[config.mk]
export PLATFORM = sky130hd
export DESIGN_NAME = raw_hazard_scoreboard
export DESIGN_NICKNAME = d
export VERILOG_FILES = /design/src/rtl/raw_hazard_scoreboard.sv
export SDC_FILE = /design/constraint.sdc
export NUM_CORES = 1
export LEC_CHECK = 0
export CAP_MARGIN = 0
export CORE_ASPECT_RATIO = 2
export CORE_MARGIN = 2
export CORE_UTILIZATION = 40
export CTS_CLUSTER_DIAMETER = 30
export DETAILED_ROUTE_END_ITERATION = 10
export PLACE_DENSITY = 0.71
export RECOVER_POWER = 25
export SYNTH_ARGS = -nofsm -noshare
export SYNTH_HDL_FRONTEND = slang
export SYNTH_SLANG_ARGS = --single-unit
[constraint.sdc]
create_clock -name clock -period 1.7 [get_ports clock]
set_input_delay 0.255 -clock clock [delete_from_list [all_inputs] [get_ports clock]]
set_output_delay 0.255 -clock clock [all_outputs]
set_load 0.01 [all_outputs]
[src/rtl/raw_hazard_scoreboard.sv]
// raw_hazard_scoreboard
//   Read-after-write hazard detector for the register-fetch stage. Keeps the
//   destinations of the instructions in flight (EX, MEM, WB) in a shift
//   register and freezes fetch/decode while the instruction in register fetch
//   reads a register, or HI/LO, that one of them has yet to write back.
//   Entry 0 is the youngest tracked instruction (EX); entry PIPE_DEPTH-1 is the
//   oldest (WB).
//
// Optional feature: define STALL_COUNT_EN to build a saturating 16-bit count
//   of frozen cycles. Without it, stall_count_out is tied to zero and no
//   counter flops exist.
//
// Ports
//   clock                 in   single clock, all state changes on posedge
//   reset_n               in   asynchronous active-low reset
//   enable_in             in   pipeline run; low holds all state
//   read_data_1_in        in   fetch-stage instruction reads src1
//   read_data_2_in        in   fetch-stage instruction reads src2
//   src1_addr_in          in   source register 1 address
//   src2_addr_in          in   source register 2 address
//   read_special_in       in   instruction reads HI/LO
//   write_back_in         in   instruction writes GPR dest_addr_in
//   write_special_in      in   instruction writes HI/LO
//   dest_addr_in          in   destination register address
//   branch_taken_in       in   taken branch resolved this cycle
//   reg_fetch_freeze_out  out  RAW hazard present; hold fetch/decode
//   stall_count_out       out  frozen-cycle count (zero unless STALL_COUNT_EN)

module raw_hazard_scoreboard #(
  parameter int REG_ADDR_W  = 5,
  parameter int PIPE_DEPTH  = 3,
  parameter int FLUSH_DEPTH = 2
) (
  input  logic                  clock,
  input  logic                  reset_n,
  input  logic                  enable_in,
  input  logic                  read_data_1_in,
  input  logic                  read_data_2_in,
  input  logic [REG_ADDR_W-1:0] src1_addr_in,
  input  logic [REG_ADDR_W-1:0] src2_addr_in,
  input  logic                  read_special_in,
  input  logic                  write_back_in,
  input  logic                  write_special_in,
  input  logic [REG_ADDR_W-1:0] dest_addr_in,
  input  logic                  branch_taken_in,
  output logic                  reg_fetch_freeze_out,
  output logic [15:0]           stall_count_out
);

  typedef struct packed {
    logic                  valid;
    logic                  wr_gpr;
    logic                  wr_spec;
    logic [REG_ADDR_W-1:0] dest;
  } entry_t;

  entry_t r_entry [PIPE_DEPTH];
  entry_t w_next  [PIPE_DEPTH];
  entry_t w_incoming;

  logic w_src1_hit;
  logic w_src2_hit;
  logic w_spec_hit;
  logic w_freeze;

  // R0 is hardwired, so a GPR write to it is recorded as no GPR write at all.
  always_comb begin
    w_incoming         = '0;
    w_incoming.valid   = 1'b1;
    w_incoming.wr_gpr  = write_back_in &&
                         !((dest_addr_in == '0) && !write_special_in);
    w_incoming.wr_spec = write_special_in;
    w_incoming.dest    = dest_addr_in;
  end

  always_comb begin
    w_src1_hit = 1'b0;
    w_src2_hit = 1'b0;
    w_spec_hit = 1'b0;
    for (int i = 0; i < PIPE_DEPTH; i++) begin
      if (r_entry[i].valid && r_entry[i].wr_gpr && (r_entry[i].dest == src1_addr_in))
        w_src1_hit = 1'b1;
      if (r_entry[i].valid && r_entry[i].wr_gpr && (r_entry[i].dest == src2_addr_in))
        w_src2_hit = 1'b1;
      if (r_entry[i].valid && r_entry[i].wr_spec)
        w_spec_hit = 1'b1;
    end
  end

  // A taken branch kills the fetch-stage instruction, so it cannot stall.
  always_comb begin
    w_freeze = enable_in && !branch_taken_in &&
               ((read_data_1_in && (src1_addr_in != '0) && w_src1_hit) ||
                (read_data_2_in && (src2_addr_in != '0) && w_src2_hit) ||
                (read_special_in && w_spec_hit));
  end

  assign reg_fetch_freeze_out = w_freeze;

  // Next contents on an enabled edge: shift one place toward the oldest slot,
  // insert the fetch-stage instruction (or a bubble), then invalidate the
  // wrong-path slots on a taken branch.
  always_comb begin
    for (int i = 0; i < PIPE_DEPTH; i++) begin
      w_next[i] = '0;
    end
    w_next[0] = (w_freeze || branch_taken_in) ? '0 : w_incoming;
    for (int i = 1; i < PIPE_DEPTH; i++) begin
      w_next[i] = r_entry[i-1];
      if (branch_taken_in && (i < FLUSH_DEPTH))
        w_next[i].valid = 1'b0;
    end
  end

  always_ff @(posedge clock or negedge reset_n) begin
    if (!reset_n) begin
      for (int i = 0; i < PIPE_DEPTH; i++) begin
        r_entry[i] <= '0;
      end
    end else if (enable_in) begin
      for (int i = 0; i < PIPE_DEPTH; i++) begin
        r_entry[i] <= w_next[i];
      end
    end
  end

`ifdef STALL_COUNT_EN
  logic [15:0] r_stall_count;

  always_ff @(posedge clock or negedge reset_n) begin
    if (!reset_n) begin
      r_stall_count <= '0;
    end else if (w_freeze && (r_stall_count != 16'hFFFF)) begin
      r_stall_count <= r_stall_count + 16'd1;
    end
  end

  assign stall_count_out = r_stall_count;
`else
  assign stall_count_out = 16'h0000;
`endif

endmodule

==> flow_metrics.py <==
metrics = {
    "status": {
        "status": "complete, but fails checks",
        "failed_checks": "setup timing",
    },
    "finish": {
        "largest_reg_flops": 24,
        "final_cell_mix": "buf_4, dfrtp_1, xnor2_1",
        "area_growth_pct": 43.2,
        "nets": 232,
        "nFillCells": 336,
        "antenna_cells": 0,
        "final_common_cell": "buf_4",
        "regMostFlops": "r_entry",
        "final_cell_area_um2": 2210,
        "top_regs": "r_entry x24",
        "layout-drive-gt1-share": 0.348,
    },
    "sta": {
        "tightest_slew_ns": 0.607,
        "tns_ns": -0.410,
        "fmax_mhz": 483,
        "holdWs_ns": 0.518,
        "hold_viol_final": 0,
        "relSlewSlack": 0.595,
        "fin_skew_ns": 0.0101,
        "fin_crit_ns": 2.07,
        "rsz0062_at_grt": "yes",
        "period_share": 1.22,
        "drv_slew": 0,
        "setup_viol": 5,
        "setup_slack_ns": -0.369,
    },
    "synth": {
        "synth_xor_area_frac": 0.170,
        "yosys-mux-area-fraction": 0.109,
        "ys.flop_type": "dfrtp_1",
        "seq_area_frac_synth": 0.389,
        "syn_area_per_cell_um2": 10.7,
        "synth_fa_ha_area_frac": 0,
        "synth_top_family_by_area": "XOR/XNOR gates",
        "synth_simple_gate_area_frac": 0.119,
        "async_flop_share": 1.00,
        "ys_warn_count": 0,
        "syn_inst": 144,
        "synth-edff-count": 0,
        "synth_area_um2": 1540,
        "synth_compound_area_frac": 0.103,
        "yosysUniqueCellTypes": 29,
        "synth-seq-cells": 24,
    },
    "placement": {
        "detailed_place_hpwl_um": 2770,
        "place_area_um2": 2020,
        "io_buffer_count": 24,
        "place.gp.congestion": 0.857,
    },
    "job": {
        "drv_cap": 0,
    },
    "floorplanning": {
        "dieWidth_um": 47.9,
        "io_pins": 41,
        "rows": 32,
        "die_area_um2": 4400,
        "initial_core_util": 0.410,
        "core_um2": 3760,
        "die_h_um": 91.9,
    },
    "cts": {
        "cts_tree": "built",
        "h-tree-depth": 1,
        "hold_buffers": 0,
        "cts_root_buffer": "clkbuf_8",
        "numCtsBuffers": 3,
        "cts.clk_slew.worst_paths_ns": 0.09,
        "clockBufferDepth": 2,
        "clock_sinks": 24,
        "clk_latency_ns": 0.27,
    },
    "critical_path": {
        "startpoint": "r_entry[10]$_DFFE_PN0P_",
        "endpoint_kind": "output port",
        "cp.required_ns": 1.44,
        "slowest_stage": "o41a_4",
        "crit_fanout": 3,
        "slowest_delay_ns": 0.48,
        "startpoint_type": "register",
        "cp.arrival_ns": 1.81,
        "rr_startpoint": "r_entry[9]$_DFFE_PN0P_",
        "worstPathCellList": "buf_4, xor2_1, o41a_4, o21ai_2, o21a_1, buf_2",
        "critPathKind": "register to output port",
    },
    "global_routing": {
        "gr-total-overflow": 0,
        "antenna_found_initial": 0,
        "grt_usage": 0.175,
        "grt_max_degree": 29,
        "grt_pass1_vias": 1289,
        "grt_pass1_wl_um": 5670,
    },
    "routing": {
        "ant_nets": 0,
        "drc_errors": 0,
        "vias": 1249,
        "drtPass1Iterations": 4,
        "drt_iter0_drc": 29,
        "drt-total-wl_um": 3690,
        "wire_per_inst_um": 14.3,
        "via_per_inst": 4.84,
    },
    "power_and_ir_drop": {
        "cellPowerDensity_nw_per_um2": 769,
        "intPower_uw": 1240,
        "seqPwrFrac": 0.414,
        "clkPwrFrac": 0.298,
        "power.leakage_uw": 0.00101,
        "finalPower_uw": 1700,
        "power_frac_comb": 0.288,
        "ir_drop_uv": 712,
        "switching_share": 0.274,
        "switching_power_uw": 465,
    },
    "min_path": {
        "hold_class": "primary input to async pin",
    },
}
==> critical path: cells and delay by family (launching register included) <==
kind	cells	cell delay [ns]
AOI/OAI and AO/OA	3	0.70
DFF	1	0.42
buffers and inverters	2	0.27
xor gates and xnor gates	1	0.15
==> cells in the mapped netlist (2+ instances only) <==
library cell / count / area share
dfrtp_1: 24 / 0.39
xnor2_1: 20 / 0.11
buf_4: 17 / 0.083
xor2_1: 10 / 0.057
mux2_2: 8 / 0.058
nand2_1: 8 / 0.019
mux2_1: 7 / 0.051
nand4_1: 7 / 0.028
inv_1: 5 / 0.012
nand3_1: 4 / 0.013
o32ai_1: 4 / 0.023
o41ai_1: 4 / 0.023
or2b_1: 4 / 0.019
nor4_1: 3 / 0.012
nor2_1: 2 / 0.0049
o21ai_1: 2 / 0.0065
o21ai_2: 2 / 0.011
or4_1: 2 / 0.0097
==> power groups by stage <==
stage	clock network [uW]	registers (uW)	logic [uW]
after CTS	506	703	471
after global routing	516	713	533
after global placement	0	712	437
after floorplan	0	707	248
after detailed placement	0	714	446
final	508	704	489
==> logic make-up (layout without fill, tap and decap cells) <==
kind of cell | count (synthesis) | in the layout
XOR/XNOR | 30 | 30
buffers and inverters | 24 | 72
other | 1 | 16
AO/OA/AOI/OAI | 17 | 17
multiplexers | 15 | 15
AND/OR/NAND/NOR | 33 | 33
flip-flops | 24 | 24
==> final cells by class <==
cell class | instances | area, um^2 | share of cell area
repair buffers | 63 | 520 | 0.235
clock buffers | 3 | 41.3 | 0.0187
flip-flops and latches | 24 | 603 | 0.273
inverters | 5 | 18.8 | 0.00849
well taps | 51 | 63.8 | 0.0289
clock inverters | 1 | 30.0 | 0.0136
multi-input cells | 111 | 933 | 0.422
==> routing by layer <==
metal | track usage | vias to the layer above | part of all wire
li1 | - | 609 | -
met1 | 0.224 | 604 | 0.41
met2 | 0.289 | 32 | 0.55
met3 | 0.0157 | 4 | 0.035
met4 | 0.0631 | 0 | 0.010
met5 | 0 | - | 0
==> stage by stage <==
step / setup slack, ns / instances / util
after floorplan: 0.00221 / 159 / -
after global placement: -0.880 / 248 / 0.538
after detailed placement: -0.888 / 248 / 0.538
after CTS: -0.385 / 255 / 0.572
after global routing: -0.474 / 258 / 0.587
final: -0.369 / 258 / 0.587
==> repair_timing <==
| action | in CTS | in global routing |
|---|---|---|
| pin swaps | 17 | 7 |
| setup endpoints to repair | 9 | 9 |
| buffers inserted | 3 | 4 |
| resized for setup | 22 | 10 |
==> final timing paths <==
path | endpoint | slack [ns] | depth (start not counted)
setup / recovery | reg_fetch_freeze_out | -0.37 | 6
hold / removal | r_entry[16]$_DFFE_PN0P_ | 0.52 | 2
setup reg to reg | r_entry[19]$_DFFE_PN0P_ | -0.02 | 6
hold reg to reg | r_entry[5]$_DFFE_PN0P_ | 0.52 | 1
max in group asynchronous | r_entry[12]$_DFFE_PN0P_ | 0.75 | 2
min in group clock | r_entry[5]$_DFFE_PN0P_ | 0.52 | 1
Power figures use the tool's default switching activity.
